===== src/rtl/imem_boot_arbiter_if.sv =====
// UART receive stream into the instruction-memory boot arbiter.
// The receiver is the master and drives the stream; the arbiter is the slave.
interface imem_boot_arbiter_if;
    logic       rx_valid;  // one-cycle strobe: rx_byte is valid
    logic [7:0] rx_byte;   // received byte
    logic       rx_done;   // one-cycle pulse: host finished sending

    modport master (output rx_valid, rx_byte, rx_done);
    modport slave  (input  rx_valid, rx_byte, rx_done);
endinterface


===== src/rtl/imem_boot_arbiter.sv =====
// Instruction-memory port arbiter.
// In normal run the fetch unit owns the port. A programming request holds the
// CPU in reset, packs UART bytes into little-endian words, and writes them to
// consecutive word addresses starting at 0. It then releases the CPU so that
// fetch restarts at PC 0.
module imem_boot_arbiter #(
    parameter int ADDR_WIDTH   = 14,
    parameter int ISA_WIDTH    = 32,
    parameter int IDLE_TIMEOUT = 50000000
) (
    input  logic                  clock,
    input  logic                  reset,
    input  logic                  prog_req,
    imem_boot_arbiter_if.slave    rx,
    input  logic [ADDR_WIDTH-1:0] fetch_addr,
    output logic [ADDR_WIDTH-1:0] mem_addr,
    output logic                  mem_we,
    output logic [ISA_WIDTH-1:0]  mem_din,
    output logic                  cpu_hold,
    output logic                  loader_active,
    output logic [ADDR_WIDTH:0]   words_loaded,
    output logic                  load_err
);

    typedef enum logic [2:0] {RUN, ENTER, LOAD, WRITE, FINISH} state_e;

    // Idle counter expires on the cycle it would reach IDLE_TIMEOUT-1.
    localparam int                TMO_W    = $clog2(IDLE_TIMEOUT);
    localparam logic [TMO_W-1:0]  TMO_LAST = TMO_W'(IDLE_TIMEOUT - 2);

    state_e                state_q, state_d;
    logic [1:0]            idx_q, idx_d;
    logic [ADDR_WIDTH-1:0] addr_q, addr_d;
    logic [ISA_WIDTH-1:0]  asm_q, asm_d;
    logic [TMO_W-1:0]      tmo_q, tmo_d;
    logic                  first_q, first_d;
    logic                  pend_q, pend_d;     // rx_done seen while completing a word
    logic [ADDR_WIDTH:0]   words_q, words_d;
    logic                  err_q, err_d;
    logic [ISA_WIDTH-1:0]  din_q, din_d;
    logic                  we_q, hold_q;
    logic                  timeout_hit;

    // Next-state and datapath update for the loader FSM.
    always_comb begin
        // NOTE: every variable gets a default first, so no branch can infer a latch.
        state_d     = state_q;
        idx_d       = idx_q;
        addr_d      = addr_q;
        asm_d       = asm_q;
        tmo_d       = tmo_q;
        first_d     = first_q;
        pend_d      = pend_q;
        words_d     = words_q;
        err_d       = err_q;
        din_d       = din_q;
        timeout_hit = 1'b0;

        // Byte capture and idle timing are shared by LOAD and WRITE, so a
        // byte arriving during a write cycle becomes byte 0 of the next word.
        if (state_q == LOAD || state_q == WRITE) begin
            if (rx.rx_valid) begin
                asm_d[{idx_q, 3'b000} +: 8] = rx.rx_byte;
                idx_d   = idx_q + 2'd1;
                tmo_d   = '0;
                first_d = 1'b1;
            end else if (first_q) begin
                tmo_d       = tmo_q + 1'b1;
                timeout_hit = (tmo_q == TMO_LAST);
            end
        end

        case (state_q)
            RUN: begin
                if (prog_req) state_d = ENTER;
            end
            ENTER: begin
                idx_d   = '0;
                addr_d  = '0;
                words_d = '0;
                err_d   = 1'b0;
                tmo_d   = '0;
                first_d = 1'b0;
                pend_d  = 1'b0;
                state_d = LOAD;
            end
            LOAD: begin
                if (rx.rx_valid && idx_q == 2'd3) begin
                    din_d   = asm_d;
                    pend_d  = rx.rx_done;
                    state_d = WRITE;
                end else if (rx.rx_done || timeout_hit) begin
                    if (idx_d != 2'd0) err_d = 1'b1;
                    state_d = FINISH;
                end
            end
            WRITE: begin
                words_d = words_q + 1'b1;
                pend_d  = 1'b0;
                if (addr_q == '1) begin
                    err_d   = 1'b1;
                    state_d = FINISH;
                end else begin
                    addr_d = addr_q + 1'b1;
                    if (rx.rx_done || pend_q || timeout_hit) begin
                        if (idx_d != 2'd0) err_d = 1'b1;
                        state_d = FINISH;
                    end else begin
                        state_d = LOAD;
                    end
                end
            end
            FINISH: begin
                state_d = RUN;
            end
            default: begin
                state_d = RUN;
            end
        endcase
    end

    // State and registered outputs; the outputs follow the next state.
    always_ff @(posedge clock) begin
        // NOTE: the word assembly buffer is pure datapath and is always written
        // before it is read, so it has no reset.
        asm_q <= asm_d;
        // NOTE: sequential state uses non-blocking assignments only.
        if (reset) begin
            state_q <= RUN;
            idx_q   <= '0;
            addr_q  <= '0;
            tmo_q   <= '0;
            first_q <= 1'b0;
            pend_q  <= 1'b0;
            words_q <= '0;
            err_q   <= 1'b0;
            din_q   <= '0;
            we_q    <= 1'b0;
            hold_q  <= 1'b0;
        end else begin
            state_q <= state_d;
            idx_q   <= idx_d;
            addr_q  <= addr_d;
            tmo_q   <= tmo_d;
            first_q <= first_d;
            pend_q  <= pend_d;
            words_q <= words_d;
            err_q   <= err_d;
            din_q   <= din_d;
            we_q    <= (state_d == WRITE);
            hold_q  <= (state_d != RUN);
        end
    end

    // The fetch unit drives the address directly while the CPU runs.
    always_comb begin
        mem_addr = (state_q == RUN) ? fetch_addr : addr_q;
    end

    assign mem_we        = we_q;
    assign mem_din       = din_q;
    assign cpu_hold      = hold_q;
    assign loader_active = hold_q;
    assign words_loaded  = words_q;
    assign load_err      = err_q;

endmodule

===== src/flat_wrapper.sv =====
// flat-port wrapper written by rule: the top's interface ports become plain ports
module imem_boot_arbiter_flat 
#(
    parameter int ADDR_WIDTH   = 14,
    parameter int ISA_WIDTH    = 32,
    parameter int IDLE_TIMEOUT = 50000000
)
  (clock, reset, prog_req, fetch_addr, mem_addr, mem_we, mem_din, cpu_hold, loader_active, words_loaded, load_err, rx_rx_valid, rx_rx_byte, rx_rx_done);
  imem_boot_arbiter_if rx_i ();
  input  logic clock;
  input  logic reset;
  input  logic prog_req;
  input  logic [ADDR_WIDTH-1:0] fetch_addr;
  output logic [ADDR_WIDTH-1:0] mem_addr;
  output logic mem_we;
  output logic [ISA_WIDTH-1:0] mem_din;
  output logic cpu_hold;
  output logic loader_active;
  output logic [ADDR_WIDTH:0] words_loaded;
  output logic load_err;
  input wire logic [$bits(rx_i.rx_valid)-1:0] rx_rx_valid;
  input wire logic [$bits(rx_i.rx_byte)-1:0] rx_rx_byte;
  input wire logic [$bits(rx_i.rx_done)-1:0] rx_rx_done;
  assign rx_i.rx_valid = rx_rx_valid;
  assign rx_i.rx_byte = rx_rx_byte;
  assign rx_i.rx_done = rx_rx_done;
  imem_boot_arbiter #(.ADDR_WIDTH(ADDR_WIDTH), .ISA_WIDTH(ISA_WIDTH), .IDLE_TIMEOUT(IDLE_TIMEOUT)) u_core (.clock(clock), .reset(reset), .prog_req(prog_req), .rx(rx_i), .fetch_addr(fetch_addr), .mem_addr(mem_addr), .mem_we(mem_we), .mem_din(mem_din), .cpu_hold(cpu_hold), .loader_active(loader_active), .words_loaded(words_loaded), .load_err(load_err));
endmodule

===== config.mk =====
export PLATFORM = sky130hd
export DESIGN_NAME = imem_boot_arbiter_flat
export DESIGN_NICKNAME = d
export VERILOG_FILES = /design/src/rtl/imem_boot_arbiter_if.sv /design/src/rtl/imem_boot_arbiter.sv /design/src/flat_wrapper.sv
export SDC_FILE = /design/constraint.sdc
export NUM_CORES = 1
export LEC_CHECK = 0
export BUFFER_PORTS_ARGS = -buffer_cell sky130_fd_sc_hd__buf_4
export CAP_MARGIN = 20
export CORE_ASPECT_RATIO = 1.25
export CORE_UTILIZATION = 45
export DETAILED_ROUTE_END_ITERATION = 10
export GPL_TIMING_DRIVEN = 0
export PLACE_DENSITY = 0.66
export SYNTH_ARGS = -nofsm -noshare
export SYNTH_HDL_FRONTEND = slang
export SYNTH_SLANG_ARGS = --single-unit

===== constraint.sdc =====
create_clock -name clock -period 2.5 [get_ports clock]
set_clock_uncertainty 0.05 [all_clocks]
set_input_delay 0 -clock clock [delete_from_list [all_inputs] [get_ports clock]]
set_output_delay 0 -clock clock [all_outputs]
set_load 0.1 [all_outputs]

# Yosys cells after proc, flatten, opt, wreduce, memory -nomap -nowiden
# Index checks and enable logic that the tools add are counted.
[op_classes]
add_sub_neg = 5
eq_ne = 12
shift = 2
n_mux = 28
reduce_logical = 20
[ops]
columns = ["operator", "count"]
rows = [
  ["2-to-1 mux 32 bit", 2],
  ["2-to-1 mux 26 bit", 2],
  ["bitwise mux 32 bit", 1],
  ["variable shift 8 x 7 -> 32 bit (first input constant)", 1],
  ["indexed part select 8 x 7 -> 32 bit", 1],
  ["one-hot mux 15 bit (2 select lines)", 1],
  ["2-to-1 mux 14 bit", 2],
  ["one-hot mux 14 bit (2 select lines)", 1],
  ["adder 26 x 1 -> 26 bit (second input constant)", 1],
  ["equality test 26 bit (second input constant)", 1],
  ["adder 15 x 1 -> 15 bit (second input constant)", 1],
  ["2-to-1 mux 3 bit", 5],
  ["adder 14 x 1 -> 14 bit (second input constant)", 1],
  ["equality test 14 bit (second input constant)", 1],
  ["one-hot mux 3 bit (4 select lines)", 1],
  ["AND reduction 2 bit", 5],
  ["equality test 3 x 2 -> 1 bit (second input constant)", 3],
  ["2-to-1 mux 1 bit", 9],
  ["!= test 2 bit (second input constant)", 4],
  ["nonzero test 2 bit", 4],
  ["negator 5 -> 7 bit", 1],
  ["nonzero test 3 bit", 2],
  ["logical OR 1 bit", 4],
  ["2-to-1 mux 2 bit", 2],
  ["other kinds (10)", 11],
]
[totals]
ff_bits = 129
inputBits = 27
output_inout_bits = 65
wordCells = 79

# Logic depth before layout (Yosys ltp)
# Gate-level depths: netlist of run 1.
[logic_depth]
word_depth = 9
ltp_mapped = 8
ltp_nobuf = 8

# Worst setup path before layout of run 1
# Ideal clock, no wire load.
[synth_path]
kind = "reg-to-reg"
from = "reg u_core.words_q[0], in the netlist u_core.words_loaded[0]"
to = "reg u_core.words_q[14], in the netlist u_core.words_loaded[14]"
setup_ns = 0.128
arrival_ns = 2.203
required_time_ns = 2.322
path_slack_ns = 0.120
path_stages_with_launch = 8
path_buffers = 0
period_less_slack_ns = 2.380
path_cell_list = "dfxtp_1 -> ha_1 -> nand4_1 -> nor2_1 -> nand2_1 -> o211ai_1 -> o31a_1 -> nor2_1"
[synth_via]
elab_chain_cells = 2
[synth_lines]
columns = ["item", "line", "rtl"]
rows = [
  ["from (decl)", "imem_boot_arbiter.sv:38", "logic [ADDR_WIDTH:0] words_q, words_d;"],
  ["from (signal assigned)", "imem_boot_arbiter.sv:147", "words_q <= words_d;"],
  ["adder 15 x 1 -> 15 bit", "imem_boot_arbiter.sv:98", "words_d = words_q + 1'b1;"],
  ["one-hot mux 15 bit (2 select lines)", "imem_boot_arbiter.sv:73", "case (state_q)"],
]
# Every way passes these cells.
# A chain may end at the register's enable or synchronous reset.

# Final worst setup path of run 1
[layout_path]
from = "reg u_core.state_q[0]"
to = "out mem_addr[10]"
[layout_via]
elab_chain_cells = 2
[layout_lines]
columns = ["item", "line", "rtl"]
rows = [
  ["from (decl)", "imem_boot_arbiter.sv:31", "state_e state_q, state_d;"],
  ["from (signal assigned)", "imem_boot_arbiter.sv:141", "state_q <= state_d;"],
  ["logical NOT 3 bit", "imem_boot_arbiter.sv:157", "mem_addr = (state_q == RUN) ? fetch_addr : addr_q;"],
  ["2-to-1 mux 14 bit", "imem_boot_arbiter.sv:157", ""],
  ["to (decl)", "flat_wrapper.sv:14", "output logic [ADDR_WIDTH-1:0] mem_addr;"],
]
# Every way passes these cells.

==> results of run 1 <==
state kept, by name (all words and copies together), names as in the netlist:
name                 flops
u_core.idx_q             2
u_core.state_q           3
u_core.mem_din          32
u_core.mem_we            1
u_core.asm_q            24
u_core.addr_q           14
u_core.cpu_hold          1
u_core.pend_q            1
u_core.first_q           1
u_core.words_loaded     15
u_core.load_err          1
u_core.tmo_q            26
worst reg2reg max path: cells and delay by family (launching register included):
| family | cells | cell delay (ps) |
|---|---|---|
| AOI/OAI and AO/OA | 1 | 290 |
| adders and majority gates | 1 | 390 |
| buffers and inverters | 2 | 460 |
| DFF | 1 | 360 |
| and+or+nand+nor | 2 | 700 |
final cells by class:
cell class | instances | area [um2]
fill | 966 | 4289
multi-input combinational | 460 | 2686
sequential | 121 | 2422
timing repair buffer | 100 | 775.7
clock buffer | 19 | 432.9
clock inverter | 13 | 249.0
tap | 135 | 168.9
buffer | 31 | 125.1
inverter | 11 | 41.29
cell families (layout without fill, tap and decap cells):
group	Yosys count	after routing	share of synthesized area (%)
compound gates	94	94	12.35
xor+xnor	30	30	5.018
fa+ha+maj	9	9	2.151
buf+inv	42	174	3.154
flops	121	121	46.26
mux	15	15	3.226
simple gates	312	312	27.84
per-stage QoR:
stage | hold slack [ps] | utilization, % | instance area, um2
6_report | 31.30 | 61.67 | 6902
5_1_grt | 67.01 | 61.67 | 6902
4_1_cts | 20.20 | 61.43 | 6874
3_5_place_dp | 245.3 | 54.34 | 6081
3_3_place_gp | 227.5 | 54.34 | 6081
2_1_floorplan | 86.01 | - | 5236
synth_stat cells, types with 2 or more instances:
master,instances
nand4_1,6
xnor2_1,16
a22oi_1,8
or3_1,15
dfxtp_1,121
nand2_1,89
and4_1,2
nor3b_1,3
o21ai_0,15
and3_2,2
clkbuf_1,25
nand2b_1,3
o211ai_1,5
nor4_1,2
xor2_1,14
and2_1,2
a21oi_1,24
inv_1,11
nor2_1,98
a311oi_1,30
and3_1,8
buf_1,2
nor4b_1,2
o21a_1,2
nor2b_1,3
o31ai_1,2
buf_2,3
nand3_1,50
ha_1,9
or2_2,2
mux2_2,15
nor3_1,15
final timing paths:
check	start	to	slack (ps)
max reg2reg	u_core.idx_q[0]	u_core.mem_din[12]	170
max	u_core.state_q[0]	mem_addr[10]	160
min	reset	u_core.load_err	30
min reg2reg	u_core.asm_q[2]	u_core.asm_q[2]	390
metal layers:
metal  track usage [%]  up-vias  share of wire (%)  routed length, um
li1                  -     2430                  -                  -
met1             25.65     2326                 43               5742
met5                 0        -                  0                  0
met4             10.82        0                1.7                228
met2             39.79      130                 50               6693
met3             3.929       18                4.5                601
placed cells by master, fill, tap and decap left out, types with 3 or more instances in the layout:
cell | Yosys | final
nand2b_1 | 3 | 3
or3_1 | 15 | 15
ha_1 | 9 | 9
mux2_2 | 15 | 15
inv_1 | 11 | 11
nand2_1 | 89 | 89
nand3_1 | 50 | 50
clkbuf_1 | 25 | 26
dfxtp_1 | 121 | 121
nor3b_2 | 0 | 3
o211ai_1 | 5 | 5
dlygate4sd3_1 | 0 | 10
and3_1 | 8 | 8
clkbuf_16 | 0 | 17
bufinv_16 | 0 | 7
xor2_1 | 14 | 14
a21oi_1 | 24 | 24
nand4_1 | 6 | 6
o21ai_0 | 15 | 15
nor3_1 | 15 | 14
nor2b_1 | 3 | 3
xnor2_1 | 16 | 16
nor2_1 | 98 | 97
buf_4 | 1 | 91
a311oi_1 | 30 | 30
clkinv_2 | 0 | 3
a22oi_1 | 8 | 8
buf_2 | 3 | 3
repair_timing:
action                     CTS  global route
gates resized for setup      3             5
hold endpoints to repair    61             0
hold buffers                10             0
cloned                       0             0
setup endpoints to repair   20            45
report_power, final:
| part | switching, mW | internal [mW] | leakage [nW] |
|---|---|---|---|
| combinational | 0.374 | 0.142 | 1.36 |
| sequential | 0.0203 | 1.98 | 0.977 |
| clock | 0.865 | 1.96 | 0.327 |
| total | 1.26 | 4.09 | 2.66 |
==> run summary, run 1 <==
The run finished, with violations left. The checks that failed: design-rule violations. The total number of vias was 4904. Counting every sink on the clock net gives 121. In this run the horizontal extent of the chip is 98.48 um.

The number of hold violations in the final report is 0. Summed over all nets, the half-perimeter wirelength after detailed placement is 9.561 mm. Biggest fanout along the worst timing path: 10. The via count of the first global-routing pass was 4574; the total number of H-tree levels was 4. In this run the remaining antenna-violating nets after routing total 0. For the worst flop-to-flop path, the logic depth is 6. Setup violations remaining at the end of the flow were counted as 0. The fraction of registers with async set or reset after synthesis is 0%. Excluding fillers, the count of instances in the completed layout stands at 890.

The worst-case headroom to the max-slew limit was 58.63%; the average routed wire per standard cell was 14.91 um. The critical path buffer and inverter count was 3. The number of DRC violations after detailed routing is 8, and the cell count along the critical path is 5. Timing analysis after detailed placement gives a worst setup slack of -115.2 ps. STA puts the critical path data arrival time at 2290 ps. The required time of the critical path was 2450 ps.

The type of the most critical hold path was primary input to flip-flop. For the buffer count from post-CTS setup fixing, the log shows 0. The logs give 22.22% for the global-route usage over all layers and 5236 um2 for the summed instance area of the synthesized netlist. The detailed router's first-iteration violation count is 223, and the initial core utilization is 46.79%. By area the synthesized netlist is led by dfxtp_1, nor2_1, nand2_1, a311oi_1, nand3_1.

The shortest period the worst path allows is 2336 ps, and the final count of pins violating max slew is 0. The first global-routing pass estimated 21.12 mm of wire. The logs give 623 for the number of instances in the synthesized netlist and 659 for the net count after synthesis.

dfxtp_1 takes more of the synthesized area than any other cell. The post-route netlist has 20.66% of its cells at a drive strength greater than 1. The pre-antenna-repair detailed-routing pass consisted of 7 iterations.

The most instantiated flip-flop cell in the synthesis netlist was dfxtp_1. Cell with the largest stage delay on the worst path: mux2_2. The run gives 17 as the number of clock buffers inserted by TritonCTS.

For this run, the register share of the synthesized area comes to 46.26%. The final setup TNS is 0 ps, and the total power divided by cell area is 774.9 nW/um2. The instance count along the most critical hold path was 2. The portion of the clock cycle consumed by the worst path in the final layout is 93.46%, and the top-area cell type share of the netlist area is 46.26%. The height of the die works out to 122.6 um.

STA classifies the critical path startpoint as a flip-flop. Clock-pin slew was measured on the worst setup and hold paths at 50 ps. Mean area per synthesized cell: 8.405 um2. The delay of the slowest cell on the worst path came out at 370 ps. The run gives 43 as the cell row count. The die outline area is 12070 um2. The critical path goes through clkbuf_1 -> nor3_4 -> clkbuf_2 -> mux2_2 -> buf_4. CTS placed an instance of clkbuf_16 at the clock tree root.

During synthesis, Yosys emitted a total of 0 warnings. The tools report the worst-skew pair later-pin latency as 410 ps. For the number of max-cap violations, the log shows 0. Number of diodes: 0. VDD sags by at most 0.4073 mV. During I/O placement, the number of pins put on the boundary was 92. At the pin with the least slew margin, the transition time is 617.9 ps. In this run the deepest clock path goes through 2 buffers.

The instance count after placement with tap cells included was 848; the via-per-instance ratio was 5.510. The core region is 11190 um2. The pin count of the biggest net entering global routing is 17. Summed over all layers, the global routing overflow is 0. Compared with the post-synthesis result, the final layout area differs by 31.80%. Based on the critical path, the design can be clocked at up to 0.4280 GHz.

The run gives 0 as the number of antenna violations at the first check in global routing. The analysis attributes to cell leakage a power of 2.660 nW. The design draws 5.348 mW.

In this run the tool buffered the top-level ports with 90 buffer cells. The logs give 163.6 ps for the worst setup margin and 51 for the count of distinct cell types in the synthesized netlist. The flip-flop and latch count after synthesis is 121. At the end of routability-driven placement, the weighted congestion stood at 0.8034. TritonCTS built the clock tree. The family with the most delay on the worst path is buffers and inverters. Setup repair after global routing could not meet its margin everywhere. The element type at the critical path end is an output port.

The routed design has 13.27 mm of wire. Yosys mapped a number of flops with a built-in enable equal to 0. The worst setup path is of the flip-flop to output port kind. At the end of the flow, the number of nets in the layout was 778.
No activity file was read; power rests on OpenSTA's default activity.
==> inputs of run 2 (changes only) <==
CORE_ASPECT_RATIO = default   (was 1.25)
CORE_UTILIZATION = 44   (was 45)
GPL_ROUTABILITY_DRIVEN = 0   (was default)
PLACE_DENSITY = 0.65   (was 0.66)
==> run summary, run 2 (same netlist as run 1, synthesis figures left out) <==
The flow ran to the end, but the final reports show violations. The checks that failed: design-rule violations. The fraction of layout cells with a size suffix above 1 is 20.69% (+0.027 points). The worst setup path is captured at an output port. Total number of vias: 4860 (-0.90%).

In this run the clock root is driven by a clkbuf_16. The sink count of the clock tree is 121 (unchanged), and the worst-case headroom to the max-slew limit is 57.32% (-1.3 points). TritonCTS built the clock tree.

Initial core utilization: 45.47% (-1.3 points). The worst supply voltage drop on vdd was 0.4187 mV (+2.8%); the maximum number of buffers from clock root to sink was 2 (unchanged). Wire length reported by the detailed router: 13.37 mm (+0.78%).

Detailed router's first-iteration violation count: 367 (+65%). The buffer count from post-CTS setup fixing is 0 (unchanged), and the total setup violations reported at the end of the flow is 0 (unchanged). The placed wire-length estimate after detailed placement was 9.513 mm (-0.50%); the horizontal die dimension was 111.1 um (+13%). The pin count of the biggest net entering global routing is 17 (unchanged). The required time of the critical path came out at 2450 ps (about the same).

The first-pass GRT wire length is 22.07 mm (+4.5%). In this run the most critical hold path is launched from reset. Total of buffers placed on input and output ports: 90 (unchanged). The largest individual stage delay along the critical path comes from the cell mux2_2. In this run the worst setup path begins at u_core.state_q[0]. The critical path goes through clkbuf_1 -> nor3_4 -> clkbuf_2 -> mux2_2 -> buf_4. The height of the die was 111.1 um (-9.4%); the critical path buffer and inverter count was 3 (unchanged).

The run gives 1031 (+6.7%) as the fill cell instance count of the final layout. The final count of pins violating max slew is 0 (unchanged). The number of clock buffers inserted by TritonCTS is 17 (unchanged). The top cell types in the final layout, fill and taps aside, are dfxtp_1, nor2_1, buf_4. The I/O pin count was 92 (unchanged). The min-delay analysis places its worst path in the category primary input to flip-flop. The run gives 4 (unchanged) as the total number of H-tree levels. Cell row count: 39 (-9.3%). The critical path is of the flip-flop to output port type.

Shortest period the worst path allows: 2325 ps (-11.89 ps). The maximum operating frequency was 0.4302 GHz (+0.51%); the biggest fanout along the worst timing path was 10 (unchanged). The total power divided by cell area was 714.2 nW/um2 (-7.8%); the average routed wire per standard cell was 14.91 um (about the same).

The portion of the clock cycle consumed by the worst path in the final layout works out to 92.98% (-0.48 points). Global-route usage over all layers: 22.36% (+0.14 points). The flip-flop count of the largest register after layout came out at 32 (unchanged). The run gives 0 (unchanged) as the number of diodes. Leaving out fill and tap cells, the most frequent cell in the layout is dfxtp_1. The worst hold slack is 30.34 ps (-0.9664 ps). Number of DRC violations after detailed routing: 12 (+4).

Setup repair after global routing left no endpoint under its margin. The number of antenna-violating nets in the routed design was 0 (unchanged). From synthesis to final layout, the design area changed by 30.18%.

For the leftover overflow at the end of global routing, the log shows 0 (unchanged). The via-per-instance ratio came out at 5.418 (-1.7%). The instance count after placement with tap cells included is 856 (+0.94%), and the worst-skew pair later-pin latency is 410 ps (about the same). The startpoint of the lowest-slack register-to-register path was u_core.state_q[1]. For the die outline area, the log shows 12340 um2 (+2.2%). The worst path arrival time was 2270 ps (-20 ps). The number of nets in the layout was 778 (unchanged).

The delay of the slowest cell on the worst path came out at 370 ps (about the same). Broken down by cell family, the worst path's largest delay share belongs to buffers and inverters. The number of hold violations in the final report is 0 (unchanged), and the filler-free cell count of the finished design is 897 (+0.79%). The via count of the first global-routing pass was 4573 (-0.022%). The core area came out at 11520 um2 (+2.9%).

The leakage power came out at 2.616 nW (-1.7%). The number of max-cap violations is 0 (unchanged). The worst-margin pin slew was 637.4 ps (+19.46 ps); the clock edge transition at the registers on the reported setup and hold paths was 50 ps (about the same).

The number of antenna violations at the first check in global routing is 0 (unchanged), and the detailed-router iteration count before antenna repair is 8 (+1). The critical path launch point type is a flip-flop.
run 2: changes by cell type in the layout (fill, tap and decap cells not counted), sizes merged:
cell | before | now
clkbuf | 44 | 48
bufinv | 7 | 2
run 2: area by class of cell:
class	instances	area, um2	share of cell area (%)
Clock inverter	8	95.09	1.395
Inverter	11	41.29	0.6057
Sequential cell	121	2422	35.54
Multi-Input combinational cell	460	2699	39.59
Buffer	31	126.4	1.854
Clock buffer	23	478.0	7.012
Tap cell	143	178.9	2.625
Timing Repair Buffer	100	775.7	11.38
run 2: power breakdown:
group / switching, mW / internal (mW) / leakage [nW]
Clock: 0.820 / 1.53 / 0.279
Combinational: 0.371 / 0.142 / 1.36
Sequential: 0.0205 / 1.98 / 0.977
run 2: through the flow:
stage	setup WS [ps]	utilization (%)	power, mW	TNS, ps	instance area, um2
after floorplan	119.7	-	2.406	0	5236
after global placement	-20.03	52.89	2.529	-26.50	6091
after detailed placement	-69.25	52.89	2.537	-374.1	6091
after CTS	80.78	58.92	4.900	0	6785
after global routing	14.16	59.19	5.034	0	6817
final	175.5	59.19	4.869	0	6817
run 2: repair_timing:
item | CTS | global route
gates cloned | 0 | 0
setup endpoints to repair | 26 | 34
hold endpoints to repair | 61 | 0
resized for setup | 5 | 7
hold buffers | 10 | 0
run 2: path summary, 6_finish.rpt:
kind / to / slack, ps / cells after the start
worst max-delay path: mem_addr[3] / 180 / 5
worst min-delay path: u_core.load_err / 30 / 2
worst max register to register: u_core.load_err / 270 / 7
worst min register to register: u_core.asm_q[12] / 390 / 2
run 2: per-layer routing:
| metal | GRT usage (%) | wire length, um |
|---|---|---|
| met2 | 37.02 | 6462 |
| met4 | 8.559 | 189 |
| met3 | 4.975 | 610 |
| met1 | 28.38 | 6108 |
| met5 | 0 | 0 |
